`src/rtl/lsu_ordered_issue_queue.sv`:
```
`default_nettype none
// ============================================================================
// Module   : lsu_ordered_issue_queue
// Brief    : Age-ordered LSU issue queue with operand wakeup, one issue per
//            cycle, and load/store memory ordering.
// Revision : 1.0 - initial release
// ============================================================================
module lsu_ordered_issue_queue #(
    parameter int DEPTH        = 8,
    parameter int INST_ID_BITS = 6,
    parameter int PRN_BITS     = 6,
    parameter int MAX_OPERANDS = 3,
    parameter int WAKE_PORTS   = 4
) (
    input  logic                                             clk,
    input  logic                                             rst,
    input  logic                                             flush,
    input  logic                                             inst_valid,
    output logic                                             queue_ready,
    input  logic [INST_ID_BITS-1:0]                          inst_id,
    input  logic [31:0]                                      raw_instr,
    input  logic [63:0]                                      instr_pc,
    input  logic                                             is_store,
    input  logic [MAX_OPERANDS-1:0]                          prn_input_valid,
    input  logic [MAX_OPERANDS-1:0]                          prn_input_ready,
    input  logic [MAX_OPERANDS-1:0][PRN_BITS-1:0]            prn_input,
    input  logic [MAX_OPERANDS-1:0]                          prn_output_valid,
    input  logic [MAX_OPERANDS-1:0][PRN_BITS-1:0]            prn_output,
    input  logic [WAKE_PORTS-1:0][MAX_OPERANDS-1:0]          set_prn_ready,
    input  logic [WAKE_PORTS-1:0][MAX_OPERANDS-1:0][PRN_BITS-1:0] set_prn,
    output logic                                             iss_valid,
    input  logic                                             iss_ready,
    output logic [INST_ID_BITS-1:0]                          iss_inst_id,
    output logic [31:0]                                      iss_raw_instr,
    output logic [63:0]                                      iss_instr_pc,
    output logic [MAX_OPERANDS-1:0][PRN_BITS-1:0]            iss_prn_input,
    output logic [MAX_OPERANDS-1:0]                          iss_prn_input_valid,
    output logic [MAX_OPERANDS-1:0][PRN_BITS-1:0]            iss_prn_output,
    output logic [MAX_OPERANDS-1:0]                          iss_prn_output_valid,
    output logic [$clog2(DEPTH+1)-1:0]                       occupancy
);

    localparam int c_PTR_W = $clog2(DEPTH);
    localparam int c_CNT_W = $clog2(DEPTH+1);

    logic [DEPTH-1:0]                         r_valid;
    logic [DEPTH-1:0]                         r_issued;
    logic [DEPTH-1:0]                         r_is_store;
    logic [MAX_OPERANDS-1:0]                  r_src_rdy [DEPTH];
    logic [INST_ID_BITS-1:0]                  r_id      [DEPTH];
    logic [31:0]                              r_raw     [DEPTH];
    logic [63:0]                              r_pc      [DEPTH];
    logic [MAX_OPERANDS-1:0][PRN_BITS-1:0]    r_src_prn [DEPTH];
    logic [MAX_OPERANDS-1:0]                  r_src_vld [DEPTH];
    logic [MAX_OPERANDS-1:0][PRN_BITS-1:0]    r_dst_prn [DEPTH];
    logic [MAX_OPERANDS-1:0]                  r_dst_vld [DEPTH];
    logic [c_PTR_W-1:0]                       r_head;
    logic [c_PTR_W-1:0]                       r_tail;
    logic [c_CNT_W-1:0]                       r_count;

    logic [MAX_OPERANDS-1:0]                  w_src_wake [DEPTH];
    logic [MAX_OPERANDS-1:0]                  w_new_wake;
    logic                                     w_sel_found;
    logic [c_PTR_W-1:0]                       w_sel_idx;
    logic                                     w_full;
    logic                                     w_enq;
    logic                                     w_fire;
    logic                                     w_retire;

    always_comb begin : p_wakeup
        w_new_wake = '0;
        for (int e = 0; e < DEPTH; e++) begin
            w_src_wake[e] = '0;
        end
        for (int s = 0; s < MAX_OPERANDS; s++) begin
            for (int w = 0; w < WAKE_PORTS; w++) begin
                for (int k = 0; k < MAX_OPERANDS; k++) begin
                    if (set_prn_ready[w][k] && (set_prn[w][k] == prn_input[s]))
                        w_new_wake[s] = 1'b1;
                    for (int e = 0; e < DEPTH; e++) begin
                        if (set_prn_ready[w][k] && (set_prn[w][k] == r_src_prn[e][s]))
                            w_src_wake[e][s] = 1'b1;
                    end
                end
            end
        end
    end

    // Age-ordered scan from head: a store needs no older unissued entry at all,
    // a load only needs no older unissued store.
    always_comb begin : p_select
        logic [c_PTR_W-1:0] w_idx;
        logic               w_older_store;
        logic               w_older_unissued;
        logic               w_elig;
        w_sel_found      = 1'b0;
        w_sel_idx        = '0;
        w_older_store    = 1'b0;
        w_older_unissued = 1'b0;
        w_idx            = '0;
        w_elig           = 1'b0;
        for (int i = 0; i < DEPTH; i++) begin
            w_idx = r_head + c_PTR_W'(i);
            if (r_valid[w_idx] && !r_issued[w_idx]) begin
                w_elig = (&r_src_rdy[w_idx]) &&
                         (r_is_store[w_idx] ? !w_older_unissued : !w_older_store);
                if (w_elig && !w_sel_found) begin
                    w_sel_found = 1'b1;
                    w_sel_idx   = w_idx;
                end
                w_older_unissued = 1'b1;
                if (r_is_store[w_idx])
                    w_older_store = 1'b1;
            end
        end
    end

    assign w_full      = (r_count == c_CNT_W'(DEPTH));
    assign queue_ready = !w_full;
    assign occupancy   = r_count;
    assign w_enq       = inst_valid && !w_full && !flush;
    assign w_retire    = r_valid[r_head] && r_issued[r_head];
    assign iss_valid   = w_sel_found && !flush;
    assign w_fire      = iss_valid && iss_ready;

    assign iss_inst_id          = w_sel_found ? r_id[w_sel_idx]      : '0;
    assign iss_raw_instr        = w_sel_found ? r_raw[w_sel_idx]     : '0;
    assign iss_instr_pc         = w_sel_found ? r_pc[w_sel_idx]      : '0;
    assign iss_prn_input        = w_sel_found ? r_src_prn[w_sel_idx] : '0;
    assign iss_prn_input_valid  = w_sel_found ? r_src_vld[w_sel_idx] : '0;
    assign iss_prn_output       = w_sel_found ? r_dst_prn[w_sel_idx] : '0;
    assign iss_prn_output_valid = w_sel_found ? r_dst_vld[w_sel_idx] : '0;

    always_ff @(posedge clk or negedge rst) begin
        if (!rst) begin
            r_valid    <= '0;
            r_issued   <= '0;
            r_is_store <= '0;
            r_head     <= '0;
            r_tail     <= '0;
            r_count    <= '0;
            for (int e = 0; e < DEPTH; e++) r_src_rdy[e] <= '0;
        end else if (flush) begin
            r_valid    <= '0;
            r_issued   <= '0;
            r_head     <= '0;
            r_tail     <= '0;
            r_count    <= '0;
            for (int e = 0; e < DEPTH; e++) r_src_rdy[e] <= '0;
        end else begin
            for (int e = 0; e < DEPTH; e++)
                r_src_rdy[e] <= r_src_rdy[e] | (w_src_wake[e] & {MAX_OPERANDS{r_valid[e]}});
            if (w_fire)
                r_issued[w_sel_idx] <= 1'b1;
            if (w_retire) begin
                r_valid[r_head]  <= 1'b0;
                r_issued[r_head] <= 1'b0;
                r_head           <= r_head + c_PTR_W'(1);
            end
            if (w_enq) begin
                r_valid[r_tail]    <= 1'b1;
                r_issued[r_tail]   <= 1'b0;
                r_is_store[r_tail] <= is_store;
                r_src_rdy[r_tail]  <= ~prn_input_valid | prn_input_ready | w_new_wake;
                r_tail             <= r_tail + c_PTR_W'(1);
            end
            r_count <= r_count + c_CNT_W'(w_enq) - c_CNT_W'(w_retire);
        end
    end

    // Payload is only observed through a valid entry, so it carries no reset.
    always_ff @(posedge clk) begin
        if (w_enq) begin
            r_id[r_tail]      <= inst_id;
            r_raw[r_tail]     <= raw_instr;
            r_pc[r_tail]      <= instr_pc;
            r_src_prn[r_tail] <= prn_input;
            r_src_vld[r_tail] <= prn_input_valid;
            r_dst_prn[r_tail] <= prn_output;
            r_dst_vld[r_tail] <= prn_output_valid;
        end
    end

endmodule
`default_nettype wire

```
`config.mk`:
```
export PLATFORM = sky130hd
export DESIGN_NAME = lsu_ordered_issue_queue
export DESIGN_NICKNAME = d
export VERILOG_FILES = /design/src/rtl/lsu_ordered_issue_queue.sv
export SDC_FILE = /design/constraint.sdc
export NUM_CORES = 2
export LEC_CHECK = 0
export CORE_ASPECT_RATIO = 1.2
export CORE_MARGIN = 10
export CORE_UTILIZATION = 60
export CTS_BUF_LIST = sky130_fd_sc_hd__clkbuf_2 sky130_fd_sc_hd__clkbuf_4 sky130_fd_sc_hd__clkbuf_8
export CTS_CLUSTER_DIAMETER = 60
export DETAILED_ROUTE_END_ITERATION = 10
export PLACE_DENSITY = 0.8
export SYNTH_ARGS = -nofsm -noshare
export SYNTH_HDL_FRONTEND = slang
export SYNTH_SLANG_ARGS = --single-unit
```
`constraint.sdc`:
```
create_clock -name clk -period 15.4 [get_ports clk]
set_input_delay 3.08 -clock clk [delete_from_list [all_inputs] [get_ports clk]]
set_output_delay 3.08 -clock clk [all_outputs]
set_load 0.1 [all_outputs]
```
## Word-level counts from Yosys, hierarchy flattened

Memories as Yosys holds them, arrays and structs flattened.
Index checks and enable logic that the tools add are counted.
W data, S select, Z words.

| operators by class | value |
|---|---|
| $add $sub $neg | 10 |
| magnitude comparators | 23 |
| eq/ne operators | 325 |
| muxes and demuxes | 492 |
| bitwise logic cells | 36 |
| reductions and logical operators | 397 |

Operators with widths:

| operator | count |
|---|---|
| $eq A6 B6 Y1 | 324 |
| $mux W1 | 397 |
| $logic_and A1 B1 Y1 | 355 |
| $mux W3 | 39 |
| $mux W8 | 10 |
| $bmux W1 S3 | 24 |
| $bmux W3 S3 | 8 |
| $mux W64 | 1 |
| $mux W24 | 2 |
| $lt A3 B4 Y1 const B | 10 |
| $ge A4 B4 Y1 const B | 9 |
| $mux W18 | 2 |
| $not A3 Y4 | 9 |
| $mux W32 | 1 |
| $logic_not A1 Y1 | 31 |
| $or A3 B3 Y3 | 10 |
| $and A3 B3 Y3 | 8 |
| $and A8 B8 Y8 | 3 |
| $bwmux W24 | 1 |
| $reduce_and A3 Y1 | 8 |
| $not A8 Y8 | 2 |
| $or A8 B8 Y8 | 2 |
| $add A3 B3 Y3 const B | 4 |
| $demux W1 S3 | 3 |
| 15 further kinds | 20 |

| word-level totals | value |
|---|---|
| register bits | 58 |
| memory bits (writable) | 1,152 |
| input bits | 237 |
| output and inout bits | 150 |
| word-level logic and storage cells | 1,304 |
| memories | 7 |

Memories:

| memory | words | bits a word | read ports | clocked after Yosys merged registers in | wr ports | RTL line | RTL |
|---|---|---|---|---|---|---|---|
| r_pc | 8 | 64 | 1 | 0 | 1 | 52 | `logic [63:0] r_pc [DEPTH];` |
| r_raw | 8 | 32 | 1 | 0 | 1 | 51 | `logic [31:0] r_raw [DEPTH];` |
| r_dst_prn | 8 | 18 | 1 | 0 | 1 | 55 | `logic [MAX_OPERANDS-1:0][PRN_BITS-1:0] r_dst_prn [DEPTH];` |
| r_src_prn | 8 | 18 | 9 | 0 | 1 | 53 | `logic [MAX_OPERANDS-1:0][PRN_BITS-1:0] r_src_prn [DEPTH];` |
| r_id | 8 | 6 | 1 | 0 | 1 | 50 | `logic [INST_ID_BITS-1:0] r_id [DEPTH];` |
| r_dst_vld | 8 | 3 | 1 | 0 | 1 | 56 | `logic [MAX_OPERANDS-1:0] r_dst_vld [DEPTH];` |
| +1 memories | n/a | n/a | n/a | n/a | n/a | n/a |  |

## Depth between registers and ports, before layout

| depth | value |
|---|---|
| word-level depth | 48 |
| gate-level depth with buffers | 21 |
| depth with buffers taken out | 14 |

## Worst setup path before layout

No wires, ideal clock.

| path | value |
|---|---|
| kind | register -> output |
| start point | register r_head[0] |
| end point | output iss_instr_pc[13] |
| arrival time | 5,231 ps |
| required time | 12,320 ps |
| slack | 7,089 ps |
| stages on the path, launching flop included | 18 |
| buffers on the path | 4 |
| cells stage by stage | dfrtp_1 -> inv_1 -> buf_2 -> ha_1 -> buf_6 -> buf_6 -> and4b_4 -> o41ai_4 -> and2_4 -> nand3_2 -> or2_1 -> or4_1 -> a21oi_2 -> nand2_2 -> a41oi_4 -> buf_2 -> mux4_1 -> a221o_1 |

| on the way | value |
|---|---|
| word-level cells in the longest chain between the ends | 37 |
| elaborated cells on any way between the ends | 208 |
| classes of those cells | add/sub: 7; mux: 133; bitwise: 8; reduce/logical: 59; memory: 1 |

Ends and longest elaborated chain:

| what | RTL line | RTL |
|---|---|---|
| start, declared | 57 | `logic [c_PTR_W-1:0] r_head;` |
| start signal, assigned | 158 | `r_head <= r_head + c_PTR_W'(1);` |
| branches (longest 36 deep; another with $add A3 B1 Y3) | n/a |  |
| $mux W64 * | 128 | `assign iss_instr_pc = w_sel_found ? r_pc[w_sel_idx] : '0;` |
| end, declared | 35 | `output logic [63:0] iss_instr_pc,` |

Every way passes the cells marked *. The select of a mux whose other input is x is not followed.

## Worst setup path after layout

| path | value |
|---|---|
| start point | register r_head[0] |
| end point | output iss_raw_instr[7] |

| on the way | value |
|---|---|
| word-level cells in the longest chain between the ends | 37 |
| elaborated cells on any way between the ends | 208 |
| classes of those cells | add/sub: 7; mux: 133; bitwise: 8; reduce/logical: 59; memory: 1 |

Ends and longest elaborated chain:

| what | RTL line | RTL |
|---|---|---|
| branches (longest 36 deep; another with $add A3 B1 Y3) | n/a |  |
| $mux W32 * | 127 | `assign iss_raw_instr = w_sel_found ? r_raw[w_sel_idx] : '0;` |
| end, declared | 34 | `output logic [31:0] iss_raw_instr,` |

Marked as above.

==> run metrics <==
status=completed; Site Rows=140; Vias per Instance=6.82; Slew @ Worst Pin=1220 ps; Worst Slack Setup Final=3070 ps; Switch Pwr=2.04 mW; Mapped Area=73700 um^2; CP required=12320 ps; Clk pin slew, worst setup/hold paths=60 ps; GRT Total Usage=35.1%; Async S/R FF share, synth=4.79%; Synthesized Nets=6425; clk_skew=54.8 ps; Critical Path End=iss_raw_instr[7]; CTS root buf=clkbuf_8; startpoint types=flip-flop; RR Startpoint=r_head[0]; Critical Path Sink Type=primary output; peak supply drop=0.000106 V; Setup Viol. Count Final=0; CTS sink cnt=1210; Rel. slew slack=18.2%; mean area per synthesized cell=11.9 um^2; DIE HEIGHT=404 um; Post-synth EDFFs=1152; Core Region=122000 um^2; period utilization=80.1%; Final Wtd Congestion=0.935; TritonCTS clock tree=built; Synth cell types=94; Final Max Slew Viols=0; first-pass GRT wire length=359000 um; final hold viol count=0; gr ovfl total=0; Residual DRC=0; CTS Buf Count=182; total I/O pin count=387; Starting Density=60.5%; reg2reg end=r_issued[5]; CTS max path bufs=3; post-CTS setup buffer count=0; fmax=81.1 MHz; Critical path origin=r_head[0]; Synth area leader=edfxtp_1; fin nets=6412; Critical Path Fanout Max=91; initial drt markers=8293; DP Area=76900 um^2; share of power burned in registers=51.2%; post-DR wirelength/cell=31.2 um; Mapped Cells=6175; Post-DRT Antenna Nets=0; Lkg Pwr=25.3 nW; layout cells sized above 1=9.54%; Horiz. Die Dim=340 um; sequential share of the synthesized area=48.9%; fin crit period=12330 ps; Total Power=7.46 mW; Post-synth top flop=edfxtp_1; DP Worst Slack=4100 ps; Post-CTS Resized=0; Worst-Skew Late Latency=950 ps; Die ar.=137000 um^2; Synth-to-Final Area Change=9.38%; Reg2Reg Depth=17; max-cap viol count=0; Post-DP HPWL=135000 um; Switching Fraction=27.3%; initial antenna violation count=49; H-Tree Depth=4; largest net degree at the start of global routing=132; CP Class=flip-flop to primary output; Clk pwr share=35.5%; Reg2Reg Setup Slack=9260 ps; type of the most critical hold path=flip-flop to flip-flop; IO buf count=386; P_int=5.43 mW; Yosys top cell area share=46.9%; cts hold-fix bufs=0; Area contributors post-synth=edfxtp_1, xnor2_1, xor2_1; vias in the first global route=53.5k; cell area power density=92.6 nW/um^2; total negative slack=0 ps; flops & latches, synth=1210; worst path arrival time=9250 ps; DRT Wirelength=249000 um; combinational share of power=13.4%; vias=54.3k; design area=80600 um^2; Ys Warns=0; unrepaired setup endpoints after global routing=false; final hold slack=593 ps; drt first pass iters=8
[synthesized netlist by cell type (all sizes together), types with 3 or more instances]
cell and n:
nor4bb 4, ha 12, nor4 380, o211a 4, mux4 59, or4 11, or3 4, mux2i 510
o22ai 124, nor3 31, o41ai 4, a21oi 36, clkbuf 394, nor2 82, o21ai 34, buf 327
nand3 39, dfrtp 58, nand2b 12, nor2b 9, a31oi 20, nand4 328, nor3b 8, mux2 29
a31o 120, and2 5, nand2 320, a221o 25, inv 32, a211oi 9, or2 3, nor4b 5
edfxtp 1152, xor2 949, xnor2 1003
[cell type report]
cell class	instances	area, um^2
inverters	32	180
flip-flops and latches	1210	36000
well taps	1633	2040
clock inverters	90	681
multi-input cells	4212	34000
repair buffers	524	4580
clock buffers	242	2980
diodes	21	52.6
fillers	8694	41100
[kinds of logic after synthesis]
group / synth area share [%]
xor gates and xnor gates: 23.3
and+or+nand+nor: 9.30
DFF: 48.9
buffers and inverters: 4.97
muxes: 9.21
AOI/OAI and AO/OA: 4.13
adders and majority gates: 0.231
[registers in the layout, summed over array words and instances, names as in the netlist, 24 cells and up]
name and cells:
r_src_rdy 24, r_id 48, r_pc 512, r_raw 256, r_dst_vld 24, r_dst_prn 144
r_src_vld 24, r_src_prn 144
[per-stage QoR]
stage / util (%) / instances
floorplan: - / 6175
CTS: 66.2 / 7943
global route: 66.2 / 7953
global placement: 63.2 / 7611
detailed placement: 63.2 / 7611
finish: 66.2 / 7964
[worst max-delay path, stage by stage (launching register included)]
cell and delay, ps:
dfrtp_1 330, buf_4 440, inv_1 490, ha_1 440, buf_4 410, mux4_2 590, mux2_2 320, o221ai_1 300
nor4_1 100, o21ai_1 350, nor4b_2 370, nand2_2 200, a41oi_4 290, buf_12 540, buf_4 840, mux4_2 620
a221o_1 440, clkdlybuf4s50_1 1010
[power by group through the flow]
| stage | clock network [mW] | registers, mW | logic (mW) |
|---|---|---|---|
| CTS | 2.67 | 3.82 | 0.957 |
| floorplan | 0 | 3.84 | 0.646 |
| finish | 2.65 | 3.82 | 0.997 |
| global route | 2.81 | 3.83 | 1.04 |
| global placement | 0 | 3.88 | 0.924 |
| detailed placement | 0 | 3.88 | 0.954 |
[routing by layer]
layer / routed length (um) / global-route usage, % / vias up
li1: - / - / 22200
met1: 85800 / 42.3 / 26400
met2: 108000 / 51.8 / 4319
met3: 35500 / 14.1 / 1321
met4: 18700 / 23.2 / 56
met5: 404 / 0.173 / -
[layout by cell type, fill, tap and decap left out, drive strengths merged, types with 4 or more instances in the layout]
cell type / synthesis / routed
a211oi: 9 / 9
a21oi: 36 / 36
a221o: 25 / 25
a31o: 120 / 120
a31oi: 20 / 20
and2: 5 / 5
buf: 327 / 212
bufinv: 0 / 4
clkbuf: 394 / 242
clkdlybuf4s50: 0 / 312
clkinv: 0 / 70
clkinvlp: 0 / 5
dfrtp: 58 / 58
diode: 0 / 21
edfxtp: 1152 / 1152
ha: 12 / 12
inv: 32 / 43
mux2: 29 / 29
mux2i: 510 / 510
mux4: 59 / 59
nand2: 320 / 320
nand2b: 12 / 12
nand3: 39 / 39
nand4: 328 / 328
nor2: 82 / 82
nor2b: 9 / 9
nor3: 31 / 31
nor3b: 8 / 8
nor4: 380 / 380
nor4b: 5 / 5
nor4bb: 4 / 4
o211a: 4 / 4
o21ai: 34 / 34
o22ai: 124 / 124
o41ai: 4 / 4
or3: 4 / 4
or4: 11 / 11
xnor2: 1003 / 1003
xor2: 949 / 949
[worst min-delay path by stage]
| stage | start | endpoint | slack, ps | cells after the start |
|---|---|---|---|---|
| 6_report | r_issued[7] | r_issued[7] | 590 | 1 |
| 5_1_grt | r_issued[5] | r_issued[5] | 610 | 1 |
| 4_1_cts | r_issued[2] | r_issued[2] | 590 | 2 |
| 3_5_place_dp | r_valid[0] | r_valid[0] | 560 | 2 |
| 3_3_place_gp | r_issued[2] | r_issued[2] | 560 | 2 |
| 2_1_floorplan | r_valid[0] | r_valid[0] | 500 | 2 |
No activity file was read; power rests on OpenSTA's default activity.
